`config.mk`:
```
export PLATFORM = sky130hd
export DESIGN_NAME = control_seq
export DESIGN_NICKNAME = d
export VERILOG_FILES = /design/src/rtl/control_seq.sv
export SDC_FILE = /design/constraint.sdc
export NUM_CORES = 1
export LEC_CHECK = 0
export BUFFER_PORTS_ARGS = -buffer_cell sky130_fd_sc_hd__buf_2
export CORE_MARGIN = 8
export CORE_UTILIZATION = 43
export CTS_CLUSTER_SIZE = 10
export DETAILED_ROUTE_END_ITERATION = 12
export PLACE_DENSITY = 0.79
export SETUP_SLACK_MARGIN = 0.4
export SLEW_MARGIN = 20
export SYNTH_ARGS = -nofsm -noshare
export SYNTH_HDL_FRONTEND = slang
export SYNTH_SLANG_ARGS = --single-unit
export TNS_END_PERCENT = 10
```
`constraint.sdc`:
```
create_clock -name clk -period 2 [get_ports clk]
set_input_delay 0.4 -clock clk [delete_from_list [all_inputs] [get_ports clk]]
set_output_delay 0.4 -clock clk [all_outputs]
set_load 0.05 [all_outputs]
```
`src/rtl/control_seq.sv`:
```
// control_seq: microcoded control sequencer.
// Decodes one microinstruction word per clock into bus selects, bus enables
// and jump conditions, and steps a T-state counter through each opcode's
// microcode. uaddr = {opcode, tstate} addresses an external microcode ROM
// whose data comes back combinationally on uinstr.
//
// state      | meaning
// -----------+-----------------------------------------------------------
// ST_RUN     | sequencer steps tstate each clock unless stalled
// ST_HALTED  | HALT decoded; tstate, opcode and instr_count frozen until reset
module control_seq #(
  parameter int TB  = 3,
  parameter int OPW = 8,
  parameter int UW  = 16,
  parameter int CW  = 16
) (
  input  logic                                clk,
  input  logic                                reset,
  input  logic [UW-1:0]                       uinstr,
  input  logic [OPW-1:0]                      bus_in,
  input  logic                                Z,
  input  logic                                LT,
  input  logic                                stall,
  output logic [OPW+TB-1:0]                   uaddr,
  output logic [TB-1:0]                       tstate,
  output logic                                EO,
  output logic                                S8,
  output logic [5:0]                          ALU_flags,
  output logic                                PO,
  output logic                                IOH,
  output logic                                IOL,
  output logic                                MO,
  output logic                                DO,
  output logic                                AI,
  output logic                                II,
  output logic                                MI,
  output logic                                XI,
  output logic                                YI,
  output logic                                DI,
  output logic                                RT,
  output logic                                PP,
  output logic                                JZ,
  output logic                                JGT,
  output logic                                JLT,
  output logic                                JMP,
  output logic [((UW > 16) ? (UW - 16) : 1)-1:0] ext,
  output logic                                halted,
  output logic [CW-1:0]                       instr_count
);

  localparam logic [TB-1:0] T_ZERO = '0;
  localparam logic [TB-1:0] T_LAST = '1;
  localparam logic [TB-1:0] T_ONE  = {{(TB-1){1'b0}}, 1'b1};
  localparam logic [CW-1:0] C_ONE  = {{(CW-1){1'b0}}, 1'b1};

  localparam logic [2:0] IN_NONE = 3'b000;
  localparam logic [2:0] IN_AI   = 3'b001;
  localparam logic [2:0] IN_II   = 3'b010;
  localparam logic [2:0] IN_MI   = 3'b011;
  localparam logic [2:0] IN_XI   = 3'b100;
  localparam logic [2:0] IN_YI   = 3'b101;
  localparam logic [2:0] IN_DI   = 3'b110;
  localparam logic [2:0] IN_HALT = 3'b111;

  typedef enum logic {
    ST_RUN    = 1'b0,
    ST_HALTED = 1'b1
  } seq_state_t;

  seq_state_t     state_q;
  logic [TB-1:0]  tstate_q;
  logic [OPW-1:0] opcode_q;
  logic [CW-1:0]  count_q;

  logic       hold;
  logic [2:0] out_sel;
  logic [2:0] in_sel;
  logic       rt_raw;
  logic       pp_raw;
  logic       jmp_raw;
  logic       halt_dec;
  logic       unused_bits;

  assign hold      = stall | halted;
  assign out_sel   = uinstr[14:12];
  assign in_sel    = uinstr[7:5];
  assign halt_dec  = (in_sel == IN_HALT);

  // Field decode of the microinstruction; bit15 and bit8 are stored inverted.
  // Bus-out selects share the ALU flag field, so they only mean something while EO=0.
  always_comb begin
    EO        = ~uinstr[15];
    S8        = ~uinstr[8];
    ALU_flags = uinstr[14:9];
    JZ        = uinstr[4];
    JGT       = uinstr[3];
    JLT       = uinstr[2];
    PO        = 1'b0;
    IOH       = 1'b0;
    IOL       = 1'b0;
    MO        = 1'b0;
    DO        = 1'b0;
    rt_raw    = 1'b0;
    pp_raw    = 1'b0;
    if (!EO) begin
      rt_raw = uinstr[11];
      pp_raw = uinstr[10];
      case (out_sel)
        3'b000:  PO  = 1'b1;
        3'b001:  IOH = 1'b1;
        3'b010:  IOL = 1'b1;
        3'b011:  MO  = 1'b1;
        3'b110:  DO  = 1'b1;
        default: ;
      endcase
    end
    jmp_raw = (JZ & Z) | (JGT & ~Z & ~LT) | (JLT & LT);
  end

  // Side-effecting strobes are suppressed while the sequencer is held.
  always_comb begin
    AI  = 1'b0;
    II  = 1'b0;
    MI  = 1'b0;
    XI  = 1'b0;
    YI  = 1'b0;
    DI  = 1'b0;
    RT  = 1'b0;
    PP  = 1'b0;
    JMP = 1'b0;
    if (!hold) begin
      RT  = rt_raw;
      PP  = pp_raw;
      JMP = jmp_raw;
      case (in_sel)
        IN_AI:   AI = 1'b1;
        IN_II:   II = 1'b1;
        IN_MI:   MI = 1'b1;
        IN_XI:   XI = 1'b1;
        IN_YI:   YI = 1'b1;
        IN_DI:   DI = 1'b1;
        IN_NONE, IN_HALT: ;
        default: ;
      endcase
    end
  end

  generate
    if (UW > 16) begin : g_ext
      assign ext = uinstr[UW-1:16];
    end else begin : g_no_ext
      assign ext = '0;
    end
  endgenerate

  assign unused_bits = ^uinstr[1:0];

  // Sequencer: steps tstate, captures opcode on II, counts retired instructions.
  // HALT takes priority over RT on the same edge so tstate stays put.
  always_ff @(posedge clk or posedge reset) begin
    if (reset) begin
      state_q  <= ST_RUN;
      tstate_q <= T_ZERO;
      opcode_q <= '0;
      count_q  <= '0;
    end else begin
      case (state_q)
        ST_RUN: begin
          if (!stall) begin
            if (halt_dec) begin
              state_q <= ST_HALTED;
            end else begin
              if (rt_raw) begin
                tstate_q <= T_ZERO;
              end else begin
                tstate_q <= tstate_q + T_ONE;
              end
              if (rt_raw || (tstate_q == T_LAST)) begin
                count_q <= count_q + C_ONE;
              end
              if (in_sel == IN_II) begin
                opcode_q <= bus_in;
              end
            end
          end
        end
        ST_HALTED: ;
        default: state_q <= ST_HALTED;
      endcase
    end
  end

  assign halted      = (state_q == ST_HALTED);
  assign tstate      = tstate_q;
  assign uaddr       = {opcode_q, tstate_q};
  assign instr_count = count_q;

endmodule
```
==> out/results.ini, run 1 <==
[status]
run_status=complete, no violations

[clocking]
cts_root_buf=clkbuf_4
htree_levels=1
path_clk_slew_ns=0.15
cts_made_buffers=3
clk_latency_ns=0.33
cts_tree=built
cts.sinks=28
cts_buffer_depth=2

[pwr]
power_density_nw_per_um2=874
switching_share=0.491
p_clk_frac=0.139
leakagePower_nw=1.22
pwr-share-seq=0.384
p_int_mw=1.00
comb_power_share=0.477
switching_power_mw=0.968
ir_worst_vdd_mv=0.537

[timing]
worst_clock_skew_ns=0.00407
finalSetupViolCount=0
hold_viol=0
period_share=0.987
fmax_mhz=506
finalCriticalPeriod_ns=1.97
fin_ws_ns=0.0251
drv_slew=0
grt_setup_unrepaired=yes

[worst_setup_path]
worstPathRequired_ns=1.60
cp.arrival_ns=1.57
end_kind=primary output
slowest_stage=dfrtp_2
crit_family=simple AND/OR/NAND/NOR gates
critPathLaunchType=register
critical_path_depth=4
rr_worst_depth=8
crit_chain=or3_4 > or2_4 > clkinvlp_4 > buf_8
cp.buffers_inverters=2
path_max_fanout=3
criticalPathCategory=reg -> out
max_stage_delay_ns=0.44

[synthesis]
synth_compound_area_frac=0.0370
seq_area_frac_synth=0.471
synth_fp_nets=180
synth_top_area_frac=0.471
synth_seq_cells=28
muxShareOfSynthArea=0.0606
yosys.area_share.simple=0.229
netlist_area_um2=1490
synth_adder_area_share=0.0253
yosysUniqueCellTypes=28
yosysWarnings=0
yosys.area.top_type=dfrtp_1
syn_inst=148
ys_top_cells_by_area=dfrtp_1 (47%), buf_4 (6.6%), mux2_2 (6.1%)
synth_top_family_by_area=simple AND/OR/NAND/NOR gates
avgSynthCellArea_um2=10.0
synth_xor_area_frac=0.0884

[floorplan]
dieWidth_um=74.8
io_pins=86
die_height_um=74.8
dieArea_um2=5590
core_um2=3340
rows=21
initial_core_util=0.445

[global_route]
grt_pass1_wl_um=5980
grt_remaining_overflow=0
grt_max_degree=29
grt_usage=0.134
grt_pass1_vias=1391
antenna_found_initial=0

[layout]
finish.utilization=0.676
antennaDiodeCount=0
drive_gt1_frac=0.583
final_nets=261
area_delta_synth_final_pct=51.8

[placement]
place_ws_ns=0.0898
dp_hpwl_um=2910
place.gp.congestion=0.761
port_buffers=80

[detailed_routing]
ant_nets=0
wirelength_um=4090
via_per_inst=4.95
wl_per_cell_um=14.9
vias=1357
firstDrtPassIters=3
drtIter0Drc=48
drc_errors=0

[hold_path]
min_path_type=in -> async

[run]
maxCapViolCount=0

-- power groups by stage --
stage	Combinational, mW	Clock, mW	Sequential [mW]
2_1_floorplan	0.363	0	1.12
3_3_place_gp	0.891	0	0.764
3_5_place_dp	0.901	0	0.766
4_1_cts	0.910	0.274	0.752
5_1_grt	0.994	0.297	0.774
6_report	0.941	0.274	0.756
-- sequential cells by signal, indices dropped and copies added, names as in the netlist --
register,count
instr_count,16
opcode_q,8
tstate,3
halted,1
-- path summary, 6_finish.rpt --
| path | from | to | slack, ns |
|---|---|---|---|
| worst max-delay path | halted | II | 0.03 |
| worst min-delay path | reset | instr_count[5] | 0.10 |
| worst max register to register | halted | instr_count[9] | 0.10 |
| worst min register to register | instr_count[15] | instr_count[15] | 0.48 |
| max in group asynchronous | reset | halted | 1.63 |
| min in group clk | bus_in[3] | opcode_q[3] | 0.29 |
-- cell type report --
cell class,instances,area (um^2)
Fill cell,245,1080
Clock buffer,4,36.3
Multi-Input combinational cell,101,873
Inverter,5,22.5
Sequential cell,28,702
Tap cell,46,57.6
Timing Repair Buffer,90,564
-- through the flow --
| stage | TNS, ns | total power [mW] | hold WS [ns] | instances | instance area [um^2] |
|---|---|---|---|---|---|
| floorplan | 0 | 1.48 | 0.465 | 148 | 1520 |
| global route | -0.0230 | 2.06 | 0.141 | 274 | 2260 |
| finish | 0 | 1.97 | 0.103 | 274 | 2260 |
| detailed placement | 0 | 1.67 | 0.456 | 264 | 1900 |
| CTS | 0 | 1.94 | 0.119 | 272 | 2000 |
| global placement | 0 | 1.65 | 0.451 | 264 | 1900 |
-- worst register-to-register path, delay by kind of cell (launching register included) --
family / cells / cell delay, ns
AO/OA/AOI/OAI: 1 / 0.30
XOR/XNOR: 1 / 0.15
buffers and inverters: 4 / 0.64
flip-flops: 1 / 0.44
AND/OR/NAND/NOR: 2 / 0.31
-- logic make-up (layout without fill, tap and decap cells) --
logic type,Yosys count,in the layout
xor gates and xnor gates,15,15
and+or+nand+nor,69,69
other,1,1
adders and majority gates,3,3
DFF,28,28
AOI/OAI and AO/OA,5,5
muxes,8,8
buffers and inverters,19,99
-- routing by layer --
layer / part of all wire / up-vias / GRT usage / wire length [um]
li1: - / 649 / - / -
met1: 0.40 / 654 / 0.155 / 1630
met2: 0.51 / 50 / 0.233 / 2070
met3: 0.084 / 4 / 0.0333 / 343
met4: 0.0098 / 0 / 0.0457 / 40
met5: 0 / - / 0 / 0
-- layout by cell type, fill, tap and decap left out, drive strengths merged, types with 2 or more instances in the layout --
cell type	n
and2	2
and4	2
buf	90
clkbuf	4
dfrtp	28
ha	3
inv	4
mux2	8
nand2	20
nand2b	4
nand3	10
nand4	4
nor2	12
nor3	8
nor4	3
xnor2	6
xor2	9
-- what timing repair did --
item | 4_1_cts | 5_1_grt
buffers inserted | 4 | 2
hold buffers | 0 | 0
pin swaps | 3 | 23
hold endpoints to repair | 0 | 0
setup endpoints to repair | 20 | 32
gates resized for setup | 9 | 62
-- cells in the mapped netlist --
cell type and instances:
dfrtp_1 28, nand2_1 20, buf_4 13, nor2_1 12
nand3_1 9, xor2_1 9, mux2_2 8, nor3_1 8
xnor2_1 6, inv_1 5, nand2b_1 4, nand4_1 4
ha_1 3, nor4_1 3, and2_1 2, and4_1 2
a21o_1 1, a221oi_1 1, a311oi_4 1, and3_1 1
buf_6 1, conb_1 1, nand3_2 1, nor3b_1 1
o21ai_0 1, o21bai_1 1, or2_2 1, or3_1 1
Note: power is estimated with default switching activity, not from simulation.
==> inputs of run 2 (changes only) <==
--- a/config.mk
+++ b/config.mk
@@ -5,11 +5,12 @@
 export SDC_FILE = /design/constraint.sdc
 export NUM_CORES = 1
 export LEC_CHECK = 0
-export BUFFER_PORTS_ARGS = -buffer_cell sky130_fd_sc_hd__buf_2
+export BUFFER_PORTS_ARGS = -buffer_cell sky130_fd_sc_hd__buf_4
 export CORE_MARGIN = 8
 export CORE_UTILIZATION = 43
 export CTS_CLUSTER_SIZE = 10
 export DETAILED_ROUTE_END_ITERATION = 12
+export GPL_TIMING_DRIVEN = 0
 export PLACE_DENSITY = 0.79
 export SETUP_SLACK_MARGIN = 0.4
 export SLEW_MARGIN = 20
==> out/results.ini, run 2 (synthesis results as in run 1) <==
[status]
run_status=finished with violations
violations=setup timing

[timing]
drv_slew=0
tns_ns=-0.0320
period_share=1.02
worst_clock_skew_ns=0.0108
maxSlewHeadroom=0.627
hold_viol=0
finalCriticalPeriod_ns=2.03
fin_ws_ns=-0.0320
hold_slack_ns=0.0999
finalSetupViolCount=1
tightest_slew_ns=0.559
grt_setup_unrepaired=yes
fmax_mhz=492

[floorplan]
initial_core_util=0.445
dieArea_um2=5590
die_height_um=74.8
io_pins=86
rows=21
dieWidth_um=74.8
core_um2=3340

[detailed_routing]
drc_errors=0
ant_nets=0
via_per_inst=4.95
vias=1406
firstDrtPassIters=4
wirelength_um=4160
drtIter0Drc=64
wl_per_cell_um=14.7

[clocking]
cts_hold_buf=0
cts_buffer_depth=2
path_clk_slew_ns=0.15
htree_levels=1
cts_tree=built
cts.sinks=28
cts_root_buf=clkbuf_4
clk_latency_ns=0.33
cts_made_buffers=3

[global_route]
antenna_found_initial=0
grt_remaining_overflow=0
grt_max_degree=29
grt_pass1_vias=1425
grt_pass1_wl_um=6530
grt_usage=0.147

[placement]
dp_hpwl_um=3120
place.gp.congestion=0.720
port_buffers=81
dpl.cell_count=275
placed_cell_area_um2=2190

[pwr]
p_clk_frac=0.167
leakagePower_nw=1.30
comb_power_share=0.486
p_int_mw=1.22
switching_share=0.445
ir_worst_vdd_mv=0.613
pwr-share-seq=0.348
power_density_nw_per_um2=889
switching_power_mw=0.978

[worst_setup_path]
max_stage_delay_ns=0.43
worstPathRequired_ns=1.60
path_common_cell=buf_8
crit_chain=or3_4 > or2_4 > buf_8 > clkinvlp_4 > buf_8
path_max_fanout=2
cp.arrival_ns=1.63
r2r-end=instr_count[13]
cp.buffers_inverters=3
r2r_start=halted
end_kind=primary output
r2r_slack_ns=0.17
critical_path_depth=5
rr_worst_depth=5
slowest_stage=dfrtp_2
crit_family=simple AND/OR/NAND/NOR gates
critPathLaunchType=register
criticalPathCategory=reg -> out

[layout]
final_cell_mix=buf_4 (89), dfrtp_1 (27), nand2_1 (18)
drive_gt1_frac=0.584
final_common_cell=buf_4
finalInstanceArea_um2=2470
fin_cells=284
fillers=246
area_delta_synth_final_pct=66.3
final_nets=271
largest_reg_flops=16
antennaDiodeCount=0

[hold_path]
min_path_type=in -> async

[run]
maxCapViolCount=0

-- run 2: changes by cell type in the layout (fill, tap and decap cells not counted), moves of 3 or more --
| cell | before | now |
|---|---|---|
| buf_6 | 9 | 6 |
| buf_4 | 7 | 89 |
| buf_2 | 70 | 0 |
| nand3_1 | 6 | 9 |
| nor2_4 | 6 | 3 |
-- run 2: through the flow --
step	worst slack [ns]	total power [mW]	utilization
floorplan	0.0933	1.48	-
global placement	0.0458	1.82	0.656
detailed placement	0.0397	1.83	0.656
CTS	-0.0962	2.21	0.728
global route	-0.0847	2.30	0.741
finish	-0.0320	2.20	0.741
-- run 2: timing repair --
| item | 4_1_cts | 5_1_grt |
|---|---|---|
| setup buffers | 4 | 1 |
| resized for setup | 34 | 7 |
| cloned | 0 | 0 |
| endpoints found under the setup margin | 22 | 31 |
| pin swaps | 13 | 17 |
-- run 2: layout make-up --
class / count / area [um^2] / share of cell area
multi-input combinational: 101 / 827 / 0.335
clock buffer: 3 / 22.5 / 0.00911
buffer: 14 / 113 / 0.0455
clock inverter: 1 / 30.0 / 0.0121
inverter: 5 / 22.5 / 0.00911
sequential: 28 / 702 / 0.284
tap: 46 / 57.6 / 0.0233
timing repair buffer: 86 / 698 / 0.282
-- run 2: power groups by stage --
| stage | clock [mW] | sequential (mW) | combinational [mW] |
|---|---|---|---|
| 3_5_place_dp | 0 | 0.779 | 1.06 |
| 5_1_grt | 0.394 | 0.783 | 1.12 |
| 4_1_cts | 0.372 | 0.766 | 1.07 |
| 3_3_place_gp | 0 | 0.773 | 1.04 |
| 2_1_floorplan | 0 | 1.12 | 0.363 |
| 6_report | 0.366 | 0.764 | 1.07 |
-- run 2: layer usage --
layer | wire, um | share of wire | track usage | vias to the layer above
met1 | 1700 | 0.41 | 0.170 | 664
met4 | 59 | 0.014 | 0.0478 | 0
met3 | 382 | 0.092 | 0.0399 | 8
met2 | 2020 | 0.48 | 0.255 | 62
met5 | 0 | 0 | 0 | -
li1 | - | - | - | 672
-- run 2: how the worst max path moves through the flow --
stage,start,end,slack [ns]
2_1_floorplan,halted,YI,0.09
3_3_place_gp,uinstr[7],II,0.05
3_5_place_dp,uinstr[7],II,0.04
4_1_cts,halted,II,-0.1
5_1_grt,halted,II,-0.08
6_report,halted,II,-0.03
-- run 2: worst register-to-register path, stage by stage (launching register included) --
cell	delay [ns]
dfrtp_2	0.43
buf_4	0.18
a311oi_4	0.46
nand3_4	0.26
nor4_4	0.27
xor2_1	0.18
